**config.mk**
```make
export PLATFORM = sky130hd
export DESIGN_NAME = adc_par_reader
export DESIGN_NICKNAME = d
export VERILOG_FILES = /design/src/rtl/adc_par_reader.sv
export SDC_FILE = /design/constraint.sdc
export NUM_CORES = 1
export LEC_CHECK = 0
export CAP_MARGIN = 20
export CORE_MARGIN = 2
export CORE_UTILIZATION = 54
export DETAILED_ROUTE_END_ITERATION = 7
export GPL_TIMING_DRIVEN = 0
export PLACE_DENSITY = 0.83
export SYNTH_ARGS = -nofsm -noshare
export SYNTH_HDL_FRONTEND = slang
export SYNTH_SLANG_ARGS = --single-unit
export TNS_END_PERCENT = 50
```
**constraint.sdc**
```tcl
create_clock -name CLK -period 7.6 [get_ports CLK]
set_clock_uncertainty 0.15 [all_clocks]
set_input_delay 0.76 -clock CLK [delete_from_list [all_inputs] [get_ports CLK]]
set_output_delay 0.76 -clock CLK [all_outputs]
set_load 0.05 [all_outputs]
```
**src/rtl/adc_par_reader.sv**
```systemverilog
// adc_par_reader
//
// Drives a parallel-bus simultaneous-sampling ADC. It performs two jobs:
// 1. Writes a 32-bit configuration value as two bus words.
// 2. Starts a conversion on every channel pair, waits for the BUSY pulse,
//    then reads 2*NUM_PAIRS words back.
//
// Ports
//   CLK, RST             clock, asynchronous active-high reset
//   cfg_req, cfg_word    start a configuration write with this value
//   conv_req             start a conversion plus a frame read
//   ctrl_busy            controller is not idle
//   CS_N, WR_N, RD_N     ADC select / write strobe / read strobe (active low)
//   CONVST               convert start, one bit per channel pair
//   BUSY                 ADC busy (asynchronous to CLK)
//   DB_I, DB_O, DB_OE    bidirectional data bus, split into in/out/enable
//   smp_valid            one-cycle strobe; smp_data/smp_idx hold the word
//   smp_data, smp_idx    sample value and its word index within the frame
//   frame_done           one-cycle pulse after the last word of a frame
//   timeout_err          one-cycle pulse when BUSY never completes
//
// Request/strobe semantics:
// - cfg_req and conv_req are sampled only while the FSM is in IDLE.
// - cfg_req has priority over conv_req.
// - A request made in any other state is dropped, not queued.
// - smp_valid, frame_done and timeout_err are single-cycle strobes with no
//   backpressure.
// - The FSM state is held in state_q so that checkers can bind to it.
module adc_par_reader #(
   parameter int NUM_PAIRS   = 4,
   parameter int DATA_W      = 16,
   parameter int CONVST_CYC  = 4,
   parameter int WRL_CYC     = 3,
   parameter int RDL_CYC     = 3,
   parameter int RDH_CYC     = 2,
   parameter int TIMEOUT_CYC = 1024,
   localparam int N_WORDS    = 2 * NUM_PAIRS,
   localparam int IDX_W      = (N_WORDS > 2) ? $clog2(N_WORDS) : 1
) (
   input  logic                 CLK,
   input  logic                 RST,
   input  logic                 cfg_req,
   input  logic [31:0]          cfg_word,
   input  logic                 conv_req,
   output logic                 ctrl_busy,
   output logic                 CS_N,
   output logic                 WR_N,
   output logic                 RD_N,
   output logic [NUM_PAIRS-1:0] CONVST,
   input  logic                 BUSY,
   input  logic [DATA_W-1:0]    DB_I,
   output logic [DATA_W-1:0]    DB_O,
   output logic                 DB_OE,
   output logic                 smp_valid,
   output logic [DATA_W-1:0]    smp_data,
   output logic [IDX_W-1:0]     smp_idx,
   output logic                 frame_done,
   output logic                 timeout_err
);

   // One phase counter serves every timed state.
   // It is therefore sized for the longest phase.
   localparam int PH_MAX0 = (CONVST_CYC > WRL_CYC) ? CONVST_CYC : WRL_CYC;
   localparam int PH_MAX1 = (RDL_CYC > RDH_CYC) ? RDL_CYC : RDH_CYC;
   localparam int PH_MAX  = (PH_MAX0 > PH_MAX1) ? PH_MAX0 : PH_MAX1;
   localparam int PH_W    = $clog2(PH_MAX + 1);
   localparam int TO_W    = $clog2(TIMEOUT_CYC + 1);

   localparam logic [PH_W-1:0]  CONV_LAST = PH_W'(CONVST_CYC - 1);
   localparam logic [PH_W-1:0]  WRL_LAST  = PH_W'(WRL_CYC - 1);
   localparam logic [PH_W-1:0]  RDL_LAST  = PH_W'(RDL_CYC - 1);
   localparam logic [PH_W-1:0]  RDH_LAST  = PH_W'(RDH_CYC - 1);
   localparam logic [TO_W-1:0]  TO_LAST   = TO_W'(TIMEOUT_CYC - 1);
   localparam logic [IDX_W-1:0] IDX_LAST  = IDX_W'(N_WORDS - 1);

   typedef enum logic [2:0] {
      IDLE, WR_LO, WR_HI, CONV, WAIT_HI, WAIT_LO, RD_LO, RD_HI
   } state_t;

   state_t               state_q, state_d;
   logic [PH_W-1:0]      ph_cnt;
   logic [TO_W-1:0]      to_cnt;
   logic [IDX_W-1:0]     idx_q, idx_d;
   logic                 word_sel_q, word_sel_d;
   logic [31:0]          cfg_q, cfg_d;
   logic                 busy_s1, busy_s2;
   logic                 cap, done, to_hit;
   logic                 cs_n_d, wr_n_d, rd_n_d, oe_d;
   logic [NUM_PAIRS-1:0] convst_d;
   logic [DATA_W-1:0]    db_o_d;

   // Next-state logic and output decode.
   // All pin values are decoded from the *next* state and then registered.
   // As a result, every strobe and select is a flop output that changes
   // in step with state_q.
   always_comb begin
      state_d    = state_q;
      idx_d      = idx_q;
      word_sel_d = word_sel_q;
      cfg_d      = cfg_q;
      cap        = 1'b0;
      done       = 1'b0;
      to_hit     = 1'b0;

      unique case (state_q)
         IDLE: begin
            if (cfg_req) begin
               state_d    = WR_LO;
               cfg_d      = cfg_word;
               word_sel_d = 1'b0;
            end else if (conv_req) begin
               state_d = CONV;
            end
         end
         WR_LO: if (ph_cnt == WRL_LAST) state_d = WR_HI;
         WR_HI: begin
            if (ph_cnt == RDH_LAST) begin
               if (word_sel_q) begin
                  state_d = IDLE;
               end else begin
                  state_d    = WR_LO;
                  word_sel_d = 1'b1;
               end
            end
         end
         CONV: if (ph_cnt == CONV_LAST) state_d = WAIT_HI;
         // In both wait states the BUSY edge takes priority over a timeout
         // that lands in the same cycle.
         WAIT_HI: begin
            if (busy_s2) begin
               state_d = WAIT_LO;
            end else if (to_cnt == TO_LAST) begin
               state_d = IDLE;
               to_hit  = 1'b1;
            end
         end
         WAIT_LO: begin
            if (!busy_s2) begin
               state_d = RD_LO;
               idx_d   = '0;
            end else if (to_cnt == TO_LAST) begin
               state_d = IDLE;
               to_hit  = 1'b1;
            end
         end
         RD_LO: begin
            if (ph_cnt == RDL_LAST) begin
               state_d = RD_HI;
               cap     = 1'b1;
            end
         end
         RD_HI: begin
            if (ph_cnt == RDH_LAST) begin
               if (idx_q == IDX_LAST) begin
                  state_d = IDLE;
                  idx_d   = '0;
                  done    = 1'b1;
               end else begin
                  state_d = RD_LO;
                  idx_d   = idx_q + 1'b1;
               end
            end
         end
         default: state_d = IDLE;
      endcase

      cs_n_d   = 1'b1;
      wr_n_d   = 1'b1;
      rd_n_d   = 1'b1;
      oe_d     = 1'b0;
      convst_d = '0;
      db_o_d   = '0;
      unique case (state_d)
         WR_LO: begin
            cs_n_d = 1'b0;
            wr_n_d = 1'b0;
            oe_d   = 1'b1;
            db_o_d = word_sel_d ? DATA_W'(cfg_d[15:0]) : DATA_W'(cfg_d[31:16]);
         end
         WR_HI:   cs_n_d = 1'b0;
         CONV:    convst_d = '1;
         RD_LO: begin
            cs_n_d = 1'b0;
            rd_n_d = 1'b0;
         end
         RD_HI:   cs_n_d = 1'b0;
         default: ;
      endcase
   end

   always_ff @(posedge CLK or posedge RST) begin
      if (RST) begin
         state_q     <= IDLE;
         ph_cnt      <= '0;
         to_cnt      <= '0;
         idx_q       <= '0;
         word_sel_q  <= 1'b0;
         cfg_q       <= '0;
         busy_s1     <= 1'b0;
         busy_s2     <= 1'b0;
         CS_N        <= 1'b1;
         WR_N        <= 1'b1;
         RD_N        <= 1'b1;
         CONVST      <= '0;
         DB_OE       <= 1'b0;
         DB_O        <= '0;
         smp_valid   <= 1'b0;
         smp_data    <= '0;
         smp_idx     <= '0;
         frame_done  <= 1'b0;
         timeout_err <= 1'b0;
         ctrl_busy   <= 1'b0;
      end else begin
         busy_s1    <= BUSY;
         busy_s2    <= busy_s1;
         state_q    <= state_d;
         idx_q      <= idx_d;
         word_sel_q <= word_sel_d;
         cfg_q      <= cfg_d;

         // Phase counter restarts on every state change and saturates.
         if (state_d != state_q)  ph_cnt <= '0;
         else if (ph_cnt != '1)   ph_cnt <= ph_cnt + 1'b1;

         // The timeout count is zero on the first WAIT_HI cycle.
         // It then runs across WAIT_HI and WAIT_LO without restarting.
         if (state_q != WAIT_HI && state_q != WAIT_LO) to_cnt <= '0;
         else if (to_cnt != '1)                        to_cnt <= to_cnt + 1'b1;

         // DB_I is sampled at the end of the last RD_LO cycle.
         // The sample is presented during the first RD_HI cycle.
         if (cap) begin
            smp_data <= DB_I;
            smp_idx  <= idx_q;
         end
         smp_valid   <= cap;
         frame_done  <= done;
         timeout_err <= to_hit;

         CS_N      <= cs_n_d;
         WR_N      <= wr_n_d;
         RD_N      <= rd_n_d;
         CONVST    <= convst_d;
         DB_OE     <= oe_d;
         DB_O      <= db_o_d;
         ctrl_busy <= (state_d != IDLE);
      end
   end

endmodule

```
==> qor.csv <==
stage;metric;value;unit
die;start_util;0.566;
synth;synth.cell_area;0.00442;mm^2
finish;finish.cell_count_without_fillers;561;
critical_path;critPathMaxStageDelay;0.58;ns
timing;timing_max_transition_violations_final;0;
finish;areaGrowthSynthToFinish;30.8;%
timing;period_share;0.370;
finish;antenna_cells;0;
critical_path;crit_path_max_delay_cell_type;sky130_fd_sc_hd__nor4b_4;
timing;relSlewSlack;0.578;
critical_path;worst_setup_path_end_kind;register;
clocking;max-clock-path-buffers;2;
global_routing;grt_pass1_vias;3051;
clocking;cts.root.buffer_cell;sky130_fd_sc_hd__clkbuf_8;
critical_path;worst_r2r_startpoint;ph_cnt[1]$_DFFE_PP0P_;
clocking;post_cts_buffers;0;
critical_path;worstPathArrival;2.96;ns
finish;nNetsFinal;515;
timing;setup_violations;0;
placement;hpwlAfterDp;6330;um
synth;avgSynthCellArea;12.9;um^2
timing;totalNegativeSetupSlack;0;ns
outcome;status;complete, no violations;
critical_path;crit_path_max_fanout;10;
synth;ys_dominant_reg_cell;sky130_fd_sc_hd__dfrtp_1;
global_routing;grt_pass1_wl;14300;um
die;die_area;0.00892;mm^2
global_routing;antenna_found_initial;0;
clocking;ctsResizeCount;0;
synth;yosysWarningCount;0;
finish;layout-drive-gt1-share;0.251;
clocking;tritoncts_clock_tree;done;
placement;gp_congestion;0.886;
power;power.density_cell_area;386;mW/mm^2
die;die-height;94.4;um
die;fp.coreArea;0.00781;mm^2
critical_path;critical_path_class;reg -> reg;
clocking;holdBufCountCts;0;
critical_path;number_of_buffer_and_inverter_stages_on_the_critical_path;2;
timing;hold_violations;0;
job;timing.max_cap.violations;0;
detailed_routing;ant_nets;0;
die;die_w;94.4;um
placement;port_buffers;99;
power;static-leakage-power;0.00249;uW
global_routing;overflow;0;
finish;final-seq-area;0.00248;mm^2
die;io-pin-count;100;
clocking;cts.reportedPaths.clkPinSlew;0.10;ns
power;vdd_ir_drop_max;0.196;mV
synth;synth_sequential_area_ratio;0.562;
min_path;worst_hold_path.num_cells;0;
clocking;clkSinkCount;99;
detailed_routing;num_vias;2938;
critical_path;cp-start-kind;register;
critical_path;worstRegToRegCells;8;
detailed_routing;vias_per_cell;5.24;
critical_path;critPathRequiredTime;7.75;ns
synth;number_of_enable_type_register_cells_in_the_synthesized_netlist;0;
clocking;worst_skew_pair.late_latency;0.35;ns
finish;filler_cells;547;
clocking;clock_buffers_created_by_tritoncts;9;
detailed_routing;remaining_drc_errors;0;
critical_path;cp_num_cells;8;
critical_path;worstSetupStartpoint;ph_cnt[1]$_DFFE_PP0P_;
critical_path;path_cells;inv_1 -> ha_1 -> or3b_2 -> a31oi_1 -> a221oi_1 -> nor4b_4 -> buf_6 -> and2_1;
finish;area_occupied_by_multi_input_gates;0.00178;mm^2
placement;place.detailed.instances;545;
detailed_routing;wl_per_cell;15.8;um
min_path;hold_start;busy_s1$_DFF_PP0_;
synth;syn-num-nets;404;
detailed_routing;drt_iter0_drc;116;
critical_path;worst_path_dominant_cell_family;simple AND/OR/NAND/NOR gates;
min_path;hold_path.class;reg -> reg;
timing;tightestPinTransition;0.631;ns
die;num_rows;32;
detailed_routing;total_routed_length;8870;um
synth;netlist-cell-type-count;50;
synth;postSynthRegisterBits;99;
detailed_routing;dr.pass1.iters;4;
synth;postSynth.asyncResetShare;1.00;
global_routing;pin_count_of_the_biggest_net_entering_global_routing;51;
timing;fmax;0.355;GHz
synth;synth_cells;343;
timing;unrepaired_setup_endpoints_after_global_routing;no;
clocking;clock_tree.htree_level_count;3;
global_routing;gr-usage-all-layers;0.209;
timing;shortest_clock_period_the_worst_path_allows_after_layout;2.81;ns
[per-layer routing]
layer	wire [um]	global-route usage
met1	3900	0.270
met2	4210	0.334
met3	672	0.0710
met4	91	0.0688
met5	0	0
[power by group]
part           leakage (uW)  internal, uW  total [uW]  switching (uW)
sequential          0.00126           713         790            76.7
combinational       0.00113           468        1090             624
clock              0.000101           165         350             185
[sequential cells by signal, summed over array words and instances, names as in the netlist, 3 cells and up]
register,cells
cfg_q,32
state_q,3
ph_cnt,3
idx_q,3
to_cnt,11
smp_idx,3
DB_O,16
smp_data,16
[cell type report]
cell class,count,share of cell area
clock inverters,6,0.0128
plain buffers,20,0.0206
repair buffers,100,0.176
clock buffers,10,0.0238
flip-flops and latches,99,0.429
inverters,10,0.00693
well taps,102,0.0221
multi-input cells,214,0.308
[worst register-to-register path, delay by kind of cell, from the launching register on]
| kind | cells | cell delay, ns |
|---|---|---|
| buffers and inverters | 2 | 0.29 |
| adders and majority gates | 1 | 0.23 |
| AOI/OAI and AO/OA | 2 | 0.50 |
| and+or+nand+nor | 3 | 1.18 |
| DFF | 1 | 0.42 |
[cells in the mapped netlist, types with 2 or more instances]
cell / number / area share
sky130_fd_sc_hd__dfstp_2: 3 / 0.018
sky130_fd_sc_hd__a21o_1: 2 / 0.0034
sky130_fd_sc_hd__o21ai_0: 6 / 0.0068
sky130_fd_sc_hd__xor2_1: 2 / 0.0040
sky130_fd_sc_hd__buf_2: 8 / 0.0091
sky130_fd_sc_hd__nor3_1: 3 / 0.0034
sky130_fd_sc_hd__a311oi_1: 3 / 0.0060
sky130_fd_sc_hd__and3_1: 4 / 0.0057
sky130_fd_sc_hd__inv_1: 10 / 0.0085
sky130_fd_sc_hd__nor2b_1: 5 / 0.0071
sky130_fd_sc_hd__buf_6: 2 / 0.0051
sky130_fd_sc_hd__nand2b_1: 4 / 0.0057
sky130_fd_sc_hd__a21oi_1: 8 / 0.0091
sky130_fd_sc_hd__nor4b_4: 2 / 0.011
sky130_fd_sc_hd__and2_1: 18 / 0.025
sky130_fd_sc_hd__nor2_1: 20 / 0.017
sky130_fd_sc_hd__dfrtp_1: 96 / 0.54
sky130_fd_sc_hd__a31oi_1: 3 / 0.0042
sky130_fd_sc_hd__nor3b_1: 3 / 0.0051
sky130_fd_sc_hd__buf_4: 5 / 0.0085
sky130_fd_sc_hd__ha_1: 8 / 0.023
sky130_fd_sc_hd__and4_1: 2 / 0.0040
sky130_fd_sc_hd__xnor2_1: 8 / 0.016
sky130_fd_sc_hd__nand3_1: 7 / 0.0079
sky130_fd_sc_hd__clkbuf_1: 4 / 0.0034
sky130_fd_sc_hd__mux2_2: 69 / 0.18
sky130_fd_sc_hd__nand2_1: 15 / 0.013
[kinds of logic after synthesis]
| logic type | after synthesis | synth area share |
|---|---|---|
| adders and majority gates | 8 | 0.0227 |
| and+or+nand+nor | 93 | 0.125 |
| xor gates and xnor gates | 10 | 0.0198 |
| buffers and inverters | 30 | 0.0354 |
| AOI/OAI and AO/OA | 33 | 0.0575 |
| muxes | 70 | 0.178 |
| DFF | 99 | 0.562 |
[metrics by stage]
stage	utilization	area [um^2]	hold WS, ns	worst slack, ns	total power [uW]
2_1_floorplan	-	4420	0.181	4.10	1580
3_3_place_gp	0.709	5540	0.189	2.75	1860
4_1_cts	0.740	5780	0.217	4.77	2250
3_5_place_dp	0.713	5570	0.191	4.49	1890
6_report	0.740	5780	0.213	4.79	2230
5_1_grt	0.740	5780	0.236	4.59	2360
[final timing paths]
path,endpoint,slack (ns)
worst max-delay path,DB_O[11]$_DFF_PP0_,4.79
worst min-delay path,busy_s2$_DFF_PP0_,0.21
worst max register to register,DB_O[11]$_DFF_PP0_,4.79
worst min register to register,busy_s2$_DFF_PP0_,0.21
max in group asynchronous,to_cnt[10]$_DFFE_PP0P_,5.94
min in group asynchronous,smp_data[14]$_DFFE_PP0P_,0.68
[cells in the final DEF (no fill, tap or decap), types with 3 or more instances in the layout]
cell / synthesis / layout
sky130_fd_sc_hd__clkdlybuf4s50_1: 0 / 99
sky130_fd_sc_hd__o21ai_0: 6 / 6
sky130_fd_sc_hd__a311oi_1: 3 / 3
sky130_fd_sc_hd__and2_1: 18 / 18
sky130_fd_sc_hd__clkbuf_8: 0 / 10
sky130_fd_sc_hd__a31oi_1: 3 / 3
sky130_fd_sc_hd__xnor2_1: 8 / 8
sky130_fd_sc_hd__dfstp_2: 3 / 3
sky130_fd_sc_hd__ha_1: 8 / 8
sky130_fd_sc_hd__a21oi_1: 8 / 8
sky130_fd_sc_hd__clkbuf_1: 4 / 4
sky130_fd_sc_hd__dfrtp_1: 96 / 96
sky130_fd_sc_hd__buf_2: 8 / 8
sky130_fd_sc_hd__inv_1: 10 / 9
sky130_fd_sc_hd__nor3_1: 3 / 3
sky130_fd_sc_hd__buf_4: 5 / 5
sky130_fd_sc_hd__nor2_1: 20 / 20
sky130_fd_sc_hd__and3_1: 4 / 4
sky130_fd_sc_hd__nor3b_1: 3 / 3
sky130_fd_sc_hd__nor2b_1: 5 / 5
sky130_fd_sc_hd__nand2_1: 15 / 15
sky130_fd_sc_hd__mux2_2: 69 / 69
sky130_fd_sc_hd__nand3_1: 7 / 7
sky130_fd_sc_hd__nand2b_1: 4 / 4
No activity file was read; power rests on OpenSTA's default activity.
